**config.mk**
```make
export PLATFORM = sky130hd
export DESIGN_NAME = serial_sub_ctrl
export DESIGN_NICKNAME = d
export VERILOG_FILES = /design/src/rtl/serial_sub_pkg.sv /design/src/rtl/full_sub_cell.sv /design/src/rtl/serial_sub_ctrl.sv
export SDC_FILE = /design/constraint.sdc
export NUM_CORES = 1
export LEC_CHECK = 0
export ABC_CLOCK_PERIOD_IN_PS = 1500
export BUFFER_PORTS_ARGS = -buffer_cell sky130_fd_sc_hd__buf_2
export CAP_MARGIN = 20
export CORE_MARGIN = 3
export CORE_UTILIZATION = 49
export CTS_CLUSTER_DIAMETER = 120
export CTS_CLUSTER_SIZE = 20
export DETAILED_ROUTE_END_ITERATION = 10
export PLACE_DENSITY_LB_ADDON = 0.2
export SLEW_MARGIN = 20
export SYNTH_ARGS = -nofsm -noshare
export SYNTH_HDL_FRONTEND = slang
export SYNTH_SLANG_ARGS = --single-unit
```
**constraint.sdc**
```tcl
create_clock -name i_clk -period 1.5 [get_ports i_clk]
set_clock_uncertainty 0.2 [all_clocks]
set_input_delay 0.15 -clock i_clk [delete_from_list [all_inputs] [get_ports i_clk]]
set_output_delay 0.15 -clock i_clk [all_outputs]
set_load 0.005 [all_outputs]
```
**src/rtl/serial_sub_pkg.sv**
```systemverilog
// serial_sub_pkg: shared definitions for the bit-serial subtractor controller.
//   - state_t          : controller state encoding (IDLE/SHIFT/DONE)
//   - SUB_WIDTH_DEFAULT: default operand/result width
package serial_sub_pkg;

    typedef enum logic [1:0] {
        ST_IDLE  = 2'd0,
        ST_SHIFT = 2'd1,
        ST_DONE  = 2'd2
    } state_t;

    localparam int SUB_WIDTH_DEFAULT = 8;

endpackage

```
**src/rtl/full_sub_cell.sv**
```systemverilog
// full_sub_cell: one-bit full subtractor built from two half subtractors
// plus an OR gate. Purely combinational.
//   a, b  : minuend / subtrahend bit
//   bin   : borrow in
//   d     : difference bit  = a ^ b ^ bin
//   bout  : borrow out
// Also holds HalfSubtractor: d = a ^ b, bo = ~a & b.

module HalfSubtractor (
    input  logic a,
    input  logic b,
    output logic d,
    output logic bo
);
    assign d  = a ^ b;
    assign bo = ~a & b;
endmodule

module full_sub_cell (
    input  logic a,
    input  logic b,
    input  logic bin,
    output logic d,
    output logic bout
);
    logic w_d1;
    logic w_b1;
    logic w_b2;

    HalfSubtractor u_hs0 (.a(a),    .b(b),   .d(w_d1), .bo(w_b1));
    HalfSubtractor u_hs1 (.a(w_d1), .b(bin), .d(d),    .bo(w_b2));

    assign bout = w_b1 | w_b2;
endmodule

```
**src/rtl/serial_sub_ctrl.sv**
```systemverilog
// serial_sub_ctrl: bit-serial WIDTH-bit subtractor controller. One
// full_sub_cell is reused for every bit, LSB first, one bit per clock.
//   i_clk        : rising-edge clock
//   i_reset      : synchronous active-high reset
//   i_start      : request, sampled only in IDLE
//   i_a, i_b     : minuend / subtrahend, captured on accepted start
//   o_busy       : high while bits are being processed
//   o_done       : one-cycle pulse when results update
//   o_diff       : A - B mod 2^WIDTH, held until the next done
//   o_borrow_out : final borrow (A < B unsigned)
//   o_overflow   : signed overflow; built only with SERIAL_SUB_OVERFLOW_EN,
//                  otherwise tied to 0
// Timing: accept at edge 0, busy after edges 1..WIDTH, done and results
// after edge WIDTH+1. Busy/done are registered from the state, so they lag
// the state register by one cycle.

module serial_sub_ctrl
    import serial_sub_pkg::*;
#(
    parameter int WIDTH = SUB_WIDTH_DEFAULT
) (
    input  logic             i_clk,
    input  logic             i_reset,
    input  logic             i_start,
    input  logic [WIDTH-1:0] i_a,
    input  logic [WIDTH-1:0] i_b,
    output logic             o_busy,
    output logic             o_done,
    output logic [WIDTH-1:0] o_diff,
    output logic             o_borrow_out,
    output logic             o_overflow
);
    localparam int CNT_W = $clog2(WIDTH);
    localparam logic [CNT_W-1:0] LAST_BIT = CNT_W'(WIDTH - 1);

    state_t           r_state;
    logic [WIDTH-1:0] r_a_sh;
    logic [WIDTH-1:0] r_b_sh;
    logic [WIDTH-1:0] r_res;
    logic             r_borrow;
    logic [CNT_W-1:0] r_cnt;

    logic w_d;
    logic w_bout;

`ifdef SERIAL_SUB_OVERFLOW_EN
    // Captured sign bits: [1] = A MSB, [0] = B MSB.
    logic [1:0] r_sign;
`else
    assign o_overflow = 1'b0;
`endif

    full_sub_cell u_cell (
        .a    (r_a_sh[0]),
        .b    (r_b_sh[0]),
        .bin  (r_borrow),
        .d    (w_d),
        .bout (w_bout)
    );

    always_ff @(posedge i_clk) begin
        if (i_reset) begin
            r_state      <= ST_IDLE;
            r_a_sh       <= '0;
            r_b_sh       <= '0;
            r_res        <= '0;
            r_borrow     <= 1'b0;
            r_cnt        <= '0;
            o_busy       <= 1'b0;
            o_done       <= 1'b0;
            o_diff       <= '0;
            o_borrow_out <= 1'b0;
`ifdef SERIAL_SUB_OVERFLOW_EN
            r_sign       <= 2'b00;
            o_overflow   <= 1'b0;
`endif
        end else begin
            o_busy <= (r_state == ST_SHIFT);
            o_done <= (r_state == ST_DONE);
            case (r_state)
                ST_IDLE: begin
                    if (i_start) begin
                        r_a_sh   <= i_a;
                        r_b_sh   <= i_b;
                        r_borrow <= 1'b0;
                        r_cnt    <= '0;
`ifdef SERIAL_SUB_OVERFLOW_EN
                        r_sign   <= {i_a[WIDTH-1], i_b[WIDTH-1]};
`endif
                        r_state  <= ST_SHIFT;
                    end
                end
                ST_SHIFT: begin
                    // Result fills from the top so after WIDTH shifts bit 0
                    // of the operands lands in bit 0 of the result.
                    r_res    <= {w_d, r_res[WIDTH-1:1]};
                    r_a_sh   <= r_a_sh >> 1;
                    r_b_sh   <= r_b_sh >> 1;
                    r_borrow <= w_bout;
                    if (r_cnt == LAST_BIT) begin
                        r_state <= ST_DONE;
                    end else begin
                        r_cnt <= r_cnt + 1'b1;
                    end
                end
                ST_DONE: begin
                    o_diff       <= r_res;
                    o_borrow_out <= r_borrow;
`ifdef SERIAL_SUB_OVERFLOW_EN
                    o_overflow   <= (r_sign[1] != r_sign[0]) &&
                                    (r_res[WIDTH-1] != r_sign[1]);
`endif
                    r_state      <= ST_IDLE;
                end
                default: r_state <= ST_IDLE;
            endcase
        end
    end

endmodule

```
==> results.md, run 1 <==
* CP max stage delay at 0.35 ns
* Full die area at approximately 0.0043 mm²
* Fin. Hold Viols at 0
* Clk buf depth at 2
* Setup TNS Final at 0 ns
* Site Rows at 20
* Area growth, synth to finish at 27.80%
* CTS sink count at 41
* Met2 Usage GRT at between 30% and 40%
* Core Box Area at 0.003203 mm²
* PwrDens at 965.2 mW/mm²
* Drt total wl at 3720 µm
* Sequential area share after synthesis at between 40% and 50%
* Yosys warning count at 0
* Post-route DRC at 0
* MaxCap Viol Count at 0
* Initial Utilization at between 50% and 60%
* Synthesized area per cell at approximately 9.3 µm²
* Final Critical Period at 1.443 ns
* Most frequent cells in the layout: dfxtp_1 (40), nand2_1 (35), buf_2 (29)
* Arr. time, crit path at around 1.5 ns
* Total CTS buffers at 5
* Met3 Use GR at under 10%
* Setup crit start kind: register
* Largest net degree at the start of global routing at 29
* Clock Pin Slew Worst Setup and Hold Paths at 0.11 ns
* Root Driver: clkbuf_4
* First-pass GRT wire length at about 6100 µm
* GRT Util Overall at 18.25%
* Layout cells sized above 1 at about 28%
* Grt met1 use at 21.65%
* Busiest grt layer: met2
* Antenna cells at 0
* Post-Syn Instances at 187
* # fillers at 256
* Post-synth cell types at 29
* Fmax achieved at 693.1 MHz
* Cell Chain, Critical Path: ha_1 -> ha_4 -> nor4b_4 -> a31oi_1 -> a21oi_1
* Top Ports at 31
* Outcome: completed
* Nets@finish at roughly 260
* Vias in the first global route at about 1400
* Pins over their slew limit at 0
* Total nets after synthesis at ~210
* Clock Latency Late Sink at 0.34 ns
* Tcrit/Tclk final at between 90% and 100%
* Area of the multi-input gates at approximately 820 µm²
* Data required time at the worst endpoint at roughly 1.6 ns
* Synthesized area at ~0.0017 mm²
* DIE WIDTH at around 65 µm
* Worst Path Class, Setup: reg2reg
* RSZ-0062 raised after global routing: no
* Critical-path top delay cell: dfxtp_1
* Total gr overflow at 0
* Finished Core Util at between 60% and 70%
* Post-route ant nets at 0
* Die height at 65.47 µm
* Leak at 0.8906 nW
* Final setup fails at 0
* DR iter-0 viols at between 90 and 100
* Routed len/inst at ~13 µm
* Storage cell area at slightly above 800 µm²
* Via Count at between 1000 and 1500
* Worst Hold Class: in2reg
* Via/cell ratio at approximately 5.2
* Crit-path max FO at 6
* VDD IR max at 0.9007 mV
* Port Buf Inserts at 29
* Post-DP HPWL at between 2000 and 2500 µm
* Crit path capture type: register
* DR pass1 iterations at 4
* Commonest non-fill, non-tap cell in the layout: dfxtp_1
* GPL Wtd Cong at between 0.6 and 0.7
* Seq cells post-synth at 41
* CTS tree: built
* Initial antenna violation count at 0
* # H-tree levels at 2
## logic make-up (layout without fill, tap and decap cells)
logic type | after synthesis | in the layout | synth area share [%]
mux | 15 | 15 | 8.664
simple gates | 68 | 68 | 17.11
buf+inv | 19 | 65 | 7.509
other cells | 1 | 1 | 0.2164
fa+ha+maj | 3 | 3 | 2.599
compound gates | 40 | 40 | 16.53
flops | 41 | 41 | 47.36
## metal layers
metal  wire length, µm  vias to the layer above
li1                  -                      722
met1              1664                      662
met4               110                        0
met3               134                       11
met2              1810                       34
met5                 0                        -
## state kept, by name, indices dropped and copies added, names as in the netlist
signal / cells
o_borrow_out: 1
o_busy: 1
o_diff: 8
o_done: 1
r_a_sh: 8
r_b_sh: 8
r_borrow: 1
r_cnt: 3
r_res: 8
r_state: 2
## layout make-up
cell class | count | area share, %
inverter | 2 | 0.3390
multi-input combinational | 127 | 37.23
timing repair buffer | 56 | 19.55
clock inverter | 2 | 1.582
sequential | 41 | 37.12
tap | 44 | 2.486
clock buffer | 5 | 1.695
## critical path: cells and delay by family, from the launching register on
| kind | cells | cell delay [ns] |
|---|---|---|
| compound gates | 2 | 0.19 |
| fa+ha+maj | 2 | 0.42 |
| flops | 1 | 0.35 |
| simple gates | 1 | 0.21 |
## metrics by stage
stage | setup WS (ns) | hold WS [ns] | total power [mW] | std cells | instance area (µm²)
6_report | 0.05730 | 0.04288 | 2.138 | 277 | 2215
5_1_grt | 0.005653 | 0.06448 | 2.226 | 277 | 2215
4_1_cts | 0.01411 | 0.003564 | 2.126 | 276 | 2157
3_5_place_dp | -0.03717 | 0.2175 | 1.427 | 252 | 1903
3_3_place_gp | 0.09574 | 0.1913 | 1.412 | 252 | 1903
2_1_floorplan | 0.1026 | 0.09830 | 1.367 | 187 | 1733
## synthesized netlist by cell type (all sizes together)
cell	n	area, µm²
dfxtp	41	820.8
nand2	35	131.4
nor2	21	93.84
a21oi	17	85.08
a211oi	15	142.6
mux2i	15	150.1
buf	11	96.34
clkbuf	6	26.28
nand3	4	20.02
a22oi	3	22.52
a31oi	3	18.77
ha	2	25.02
inv	2	7.510
nand2b	2	12.51
nor2b	2	12.51
nor3	2	10.01
conb	1	3.750
fa	1	20.02
nor3b	1	7.510
nor4b	1	8.760
o21ba	1	10.01
o21bai	1	7.510
## repair_timing
item                                    in CTS  in global routing
resized for setup                            3                  8
endpoints found under the setup margin       3                 22
cloned                                       0                  1
hold endpoints to repair                    16                  0
setup buffers                                0                  0
hold buffers                                17                  0
pin swaps                                    0                  1
## power by group
part	switching, mW	internal (mW)	total (mW)
clock network	0.339	0.339	0.679
logic	0.139	0.152	0.291
registers	0.0311	1.14	1.17
## worst paths after layout
path | start | depth (start not counted) | slack, ns | end
worst max-delay path | r_cnt[1]$_SDFFE_PP0P_ | 5 | 0.06 | r_cnt[0]$_SDFFE_PP0P_
worst min-delay path | i_a[0] | 3 | 0.04 | r_a_sh[0]$_SDFFE_PP0P_
worst max register to register | r_cnt[1]$_SDFFE_PP0P_ | 5 | 0.06 | r_cnt[0]$_SDFFE_PP0P_
worst min register to register | o_diff[0]$_SDFFE_PP0P_ | 2 | 0.26 | o_diff[0]$_SDFFE_PP0P_
Power figures use the tool's default switching activity.
==> run 2: changes to the inputs <==
--- a/config.mk
+++ b/config.mk
@@ -8,12 +8,12 @@
 export ABC_CLOCK_PERIOD_IN_PS = 1500
 export BUFFER_PORTS_ARGS = -buffer_cell sky130_fd_sc_hd__buf_2
 export CAP_MARGIN = 20
-export CORE_MARGIN = 3
 export CORE_UTILIZATION = 49
 export CTS_CLUSTER_DIAMETER = 120
-export CTS_CLUSTER_SIZE = 20
+export CTS_CLUSTER_SIZE = 8
 export DETAILED_ROUTE_END_ITERATION = 10
 export PLACE_DENSITY_LB_ADDON = 0.2
+export RECOVER_POWER = 100
 export SLEW_MARGIN = 20
 export SYNTH_ARGS = -nofsm -noshare
 export SYNTH_HDL_FRONTEND = slang
==> run 2 against run 1 <==
Cell count is 1.8% higher. Largest cell class is now registers. Critical path depth unchanged. Flip-flop and latch count did not move. Maximum frequency increased by 0.18%. First-iteration DRC count shrank 3.3%. Highest routed layer unchanged. Hold slack improved by 0.22 ns. Combinational power about the same. Worst setup slack improved by 0.0026 ns.
==> results.md, run 2 (synthesized netlist as in run 1, its figures left out) <==
* RSZ-0062 raised after global routing: yes
* Most frequent cells in the layout: dfxtp_1 (41), nand2_1 (35), dlygate4sd3_1 (18), buf_2 (18), a21oi_1 (17)
* Area of the multi-input gates at 814.5 µm² (-1.2%)
* Worst Hold Class: reg2reg
* DR pass1 iterations at 4 (unchanged)
* Layout cells sized above 1 at 24.15% (-4.2 points)
* # H-tree levels at 2 (unchanged)
* Initial antenna violation count at 0 (unchanged)
* Data required time at the worst endpoint at 1.55 ns (-0.03 ns)
* Psw at 537.4 µW (+5.5%)
* # fillers at 306 (+20%)
* Port Buf Inserts at 29 (unchanged)
* Site Rows at 21 (+5.0%)
* Leak at 0.8527 nW (-4.3%)
* Largest net degree at the start of global routing at 30 (+3.4%)
* CTS tree: built
* Arr. time, crit path at 1.49 ns (-0.04 ns)
* Hold slack at 0.2635 ns (+0.2206 ns)
* Total CTS buffers at 5 (unchanged)
* Seq pwr share at 52.5% (-2.1 points)
* Routed len/inst at 12.86 µm (-4.3%)
* PwrDens at 998.9 mW/mm² (+3.5%)
* Total gr overflow at 0 (unchanged)
* Via/cell ratio at 5.092 (-1.3%)
* Final setup fails at 0 (unchanged)
* Clock Pin Slew Worst Setup and Hold Paths at 0.13 ns (+0.02 ns)
* Via Count at 1436 (+0.49%)
* Fmax achieved at 694.4 MHz (+0.18%)
* Initial Utilization at 51.53% (-2.6 points)
* First-pass GRT wire length at 5837 µm (-3.9%)
* DR iter-0 viols at 88 (-3.3%)
* Commonest non-fill, non-tap cell in the layout: dfxtp_1
* GRT Util Overall at 20.96% (+2.7 points)
* Worst Path Class, Setup: in2reg
* Outcome: completed
* Die height at 61.47 µm (-6.1%)
* Root Driver: clkbuf_4
* Internal power component at 1.686 mW (+3.6%)
* Sw Share at 24.17% (+0.35 points)
* Clk buf depth at 2 (unchanged)
* Full die area at 0.003779 mm² (-12%)
* Nets@finish at 257 (+0.78%)
* DIE WIDTH at 61.47 µm (-6.1%)
* Clock Latency Late Sink at 0.35 ns (about the same)
* Post-DP HPWL at 2263 µm (-2.6%)
* Tcrit/Tclk final at 96.00% (-0.18 points)
* Vias in the first global route at 1381 (-2.3%)
* Post-route DRC at 0 (unchanged)
* Post-route ant nets at 0 (unchanged)
* Storage cell area at 820.8 µm² (-0.15%)
* Comb power frac at 13.1% (-0.5 points)
* VDD IR max at 0.7080 mV (-21%)
* Crit-path max FO at 14 (+8)
* Antenna cells at 0 (unchanged)
* GPL Wtd Cong at 0.6812 (+0.46%)
* Area growth, synth to finish at 28.45%
* Pins over their slew limit at 0 (unchanged)
* MaxCap Viol Count at 0 (unchanged)
* Setup TNS Final at 0 ns (unchanged)
* Top Ports at 31 (unchanged)
* Setup crit start kind: primary input
* Clk pwr share at 34.4% (+2.6 points)
* Fin. Hold Viols at 0 (unchanged)
* Core Box Area at 0.003363 mm² (+5.0%)
* CTS sink count at 41 (unchanged)
* Drt total wl at 3626 µm (-2.5%)
* Crit path capture type: register
* Final Critical Period at 1.440 ns (-0.002649 ns)
[run 2: repair_timing]
action / 4_1_cts / 5_1_grt
hold endpoints to repair: 17 / 0
endpoints found under the setup margin: 3 / 16
resized for setup: 2 / 7
hold buffers: 18 / 0
gates cloned: 0 / 1
buffers inserted: 0 / 0
[run 2: final cells by class]
class	instances	share of cell area, %
repair buffers	58	19.62
inverters	2	0.3373
clock inverters	2	1.686
multi-input cells	127	36.59
flip-flops and latches	41	36.87
well taps	46	2.586
clock buffers	6	2.305
[run 2: worst paths after layout]
check / start / endpoint / slack (ns) / depth (start not counted)
setup reg to reg: r_cnt[1]$_SDFFE_PP0P_ / r_cnt[1]$_SDFFE_PP0P_ / 0.07 / 5
hold reg to reg: o_diff[2]$_SDFFE_PP0P_ / o_diff[2]$_SDFFE_PP0P_ / 0.26 / 2
hold / removal: o_diff[2]$_SDFFE_PP0P_ / o_diff[2]$_SDFFE_PP0P_ / 0.26 / 2
setup / recovery: i_start / r_b_sh[4]$_SDFFE_PP0P_ / 0.06 / 5
[run 2: critical path: stages]
cell	delay [ns]
dlygate4sd3_1	0.53
buf_2	0.14
o21ba_2	0.24
clkbuf_16	0.19
a211oi_1	0.24
[run 2: through the flow]
step | power [mW] | worst slack, ns | std cells | util [%] | instance area (µm²)
finish | 2.224 | 0.05995 | 282 | 66.18 | 2226
CTS | 2.217 | 0.04496 | 281 | 65.03 | 2187
floorplan | 1.367 | 0.1026 | 187 | - | 1733
global route | 2.312 | -0.03145 | 282 | 66.18 | 2226
detailed placement | 1.428 | 0.03193 | 255 | 56.88 | 1913
global placement | 1.415 | 0.1040 | 255 | 56.88 | 1913
[run 2: layer usage]
| metal | global-route usage, % | up-vias | share of wire [%] |
|---|---|---|---|
| li1 | - | 728 | - |
| met1 | 24.90 | 670 | 45 |
| met2 | 36.65 | 29 | 49 |
| met3 | 3.992 | 9 | 3.4 |
| met4 | 9.524 | 0 | 2.3 |
| met5 | 0 | - | 0 |
[run 2: power groups by stage]
stage | Clock, mW | Sequential [mW] | Combinational, mW
detailed placement | 0 | 1.19 | 0.237
global placement | 0 | 1.19 | 0.227
CTS | 0.777 | 1.17 | 0.273
finish | 0.765 | 1.17 | 0.291
floorplan | 0 | 1.18 | 0.183
global route | 0.814 | 1.17 | 0.324
==> run 3: changes to the inputs <==
--- a/config.mk
+++ b/config.mk
@@ -14,6 +14,7 @@
 export DETAILED_ROUTE_END_ITERATION = 10
 export PLACE_DENSITY_LB_ADDON = 0.2
 export RECOVER_POWER = 100
+export SETUP_SLACK_MARGIN = 0.3
 export SLEW_MARGIN = 20
 export SYNTH_ARGS = -nofsm -noshare
 export SYNTH_HDL_FRONTEND = slang
==> run 3 against run 2 <==
Non-clock buffer count up 18. Die area unchanged. Flip-flop and latch count unchanged. Register-to-register slack better by 0.04 ns. Final area up 17%. Cell count up 6.4%. Hold slack worse by 0.18 ns. Wire length up 19%. Highest routed layer unchanged.
==> results.md, run 3 (synthesized netlist as in run 1, its figures left out) <==
* Antenna cells at 0 (unchanged)
* Tcrit/Tclk final at 92.76% (-3.2 points)
* Via Count at 1561 (+8.7%)
* VDD IR max at 0.6255 mV (-12%)
* Final setup fails at 0 (unchanged)
* Initial antenna violation count at 0 (unchanged)
* DIE WIDTH at 61.47 µm (unchanged)
* MaxCap Viol Count at 0 (unchanged)
* Non-Filler Instances at 300 (+6.4%)
* First-pass GRT wire length at 5754 µm (-1.4%)
* Setup crit start kind: register
* Post-route cell area at 0.002605 mm² (+17%)
* Post-DP HPWL at 2236 µm (-1.2%)
* Post-route ant nets at 0 (unchanged)
* Area growth, synth to finish at 50.33%
* Initial Utilization at 51.53% (unchanged)
* Core Box Area at 0.003363 mm² (unchanged)
* Storage cell area at 835.8 µm² (+1.8%)
* CTS tree: built
* Drt total wl at 4314 µm (+19%)
* Nets@finish at 275 (+7.0%)
* Commonest non-fill, non-tap cell in the layout: dfxtp_1
* Routed len/inst at 14.38 µm (+12%)
* RSZ-0062 raised after global routing: yes
* Crit-path max FO at 5 (-9)
* Largest net degree at the start of global routing at 21 (-30%)
* Cell Chain, Critical Path: ha_4 -> ha_4 -> nor2_1 -> nand3_1 -> a31oi_1
* Fmax achieved at 718.7 MHz (+3.5%)
* Total gr overflow at 0 (unchanged)
* Hold slack at 0.08709 ns (-0.1764 ns)
* Pins over their slew limit at 0 (unchanged)
* Crit path capture type: register
* Outcome: completed
* Vias in the first global route at 1353 (-2.0%)
* Clock Latency Late Sink at 0.36 ns (about the same)
* Data required time at the worst endpoint at 1.59 ns (+0.04 ns)
* Arr. time, crit path at 1.48 ns (about the same)
* Clock Pin Slew Worst Setup and Hold Paths at 0.12 ns (about the same)
* Placed Cells at 255 (unchanged)
* Critical path's most frequent cell: ha_4
* Area of the multi-input gates at 958.4 µm² (+18%)
* Via/cell ratio at 5.203 (+2.2%)
* Critical-path top delay cell: dfxtp_1
* Root Driver: clkbuf_4
* Fin. Hold Viols at 0 (unchanged)
* Placed instance area at 0.001973 mm² (+3.1%)
* Full die area at 0.003779 mm² (unchanged)
* Layout cells sized above 1 at 42.13% (+18 points)
* Leak at 1.033 nW (+21%)
* Worst Path Class, Setup: reg2reg
* DR pass1 iterations at 4 (unchanged)
* Worst Hold Class: in2reg
* Clk buf depth at 2 (unchanged)
* PwrDens at 817.7 mW/mm² (-18%)
* Final Critical Period at 1.391 ns (-0.04858 ns)
* CP max stage delay at 0.37 ns (-0.16 ns)
* Top Ports at 31 (unchanged)
* Port Buf Inserts at 29 (unchanged)
* Site Rows at 21 (unchanged)
* Most frequent cells in the layout: dfxtp_1 (35), nand2_1 (33), buf_2 (22)
* Die height at 61.47 µm (unchanged)
* CTS sink count at 41 (unchanged)
* GRT Util Overall at 20.82% (-0.14 points)
* # H-tree levels at 2 (unchanged)
* # fillers at 232 (-24%)
* Post-route DRC at 0 (unchanged)
* GPL Wtd Cong at 0.7577 (+11%)
* Total CTS buffers at 5 (unchanged)
* DR iter-0 viols at 76 (-14%)
run 3: power breakdown:
| group | internal, mW | leakage [nW] | total (mW) | switching [mW] |
|---|---|---|---|---|
| Clock | 0.177 | 0.0310 | 0.549 | 0.372 |
| Combinational | 0.229 | 0.664 | 0.405 | 0.176 |
| Sequential | 1.14 | 0.338 | 1.18 | 0.0411 |
run 3: critical path, delay by kind of cell (launching register included):
| family | cells | cell delay (ns) |
|---|---|---|
| adders and majority gates | 2 | 0.34 |
| AOI/OAI and AO/OA | 1 | 0.15 |
| DFF | 1 | 0.37 |
| and+or+nand+nor | 2 | 0.27 |
run 3: area by class of cell:
type                       count  share of cell area [%]
multi-input combinational    127                   36.79
sequential                    41                   32.08
timing repair buffer          76                   26.51
tap                           46                   2.209
clock buffer                   5                   1.441
clock inverter                 3                  0.6724
inverter                       2                  0.2882
run 3: routing by layer:
layer | vias to the layer above | share of wire, % | GRT usage, % | routed length (µm)
met2 | 31 | 53 | 37.42 | 2293
met5 | - | 0 | 0 | 0
met1 | 753 | 42 | 23.19 | 1811
li1 | 768 | - | - | -
met4 | 0 | 1.8 | 8.889 | 78
met3 | 9 | 3.0 | 5.462 | 130
run 3: final timing paths:
path / startpoint / end / slack, ns / depth (start not counted)
worst min-delay path: i_reset / r_b_sh[7]$_SDFFE_PP0P_ / 0.09 / 3
worst max register to register: r_cnt[1]$_SDFFE_PP0P_ / r_cnt[1]$_SDFFE_PP0P_ / 0.11 / 5
worst max-delay path: r_cnt[1]$_SDFFE_PP0P_ / r_cnt[1]$_SDFFE_PP0P_ / 0.11 / 5
worst min register to register: r_res[0]$_SDFFE_PP0N_ / r_res[0]$_SDFFE_PP0N_ / 0.26 / 2
run 3: what timing repair did:
action                                 4_1_cts  5_1_grt
hold buffers                                17        3
cloned                                       0        3
setup buffers                                7        7
pin swaps                                    2       16
gates resized for setup                     23       47
endpoints found under the hold margin       32        5
setup endpoints to repair                   41       47
run 3: through the flow:
step | utilization (%) | setup TNS (ns) | total power, mW | setup slack, ns
finish | 77.46 | 0 | 2.130 | 0.1085
global placement | 58.67 | 0 | 1.430 | 0.01855
detailed placement | 58.67 | -0.5169 | 1.440 | -0.09831
CTS | 68.97 | 0 | 2.038 | 0.1269
global route | 77.46 | 0 | 2.225 | 0.05966
floorplan | - | 0 | 1.379 | 0.1681
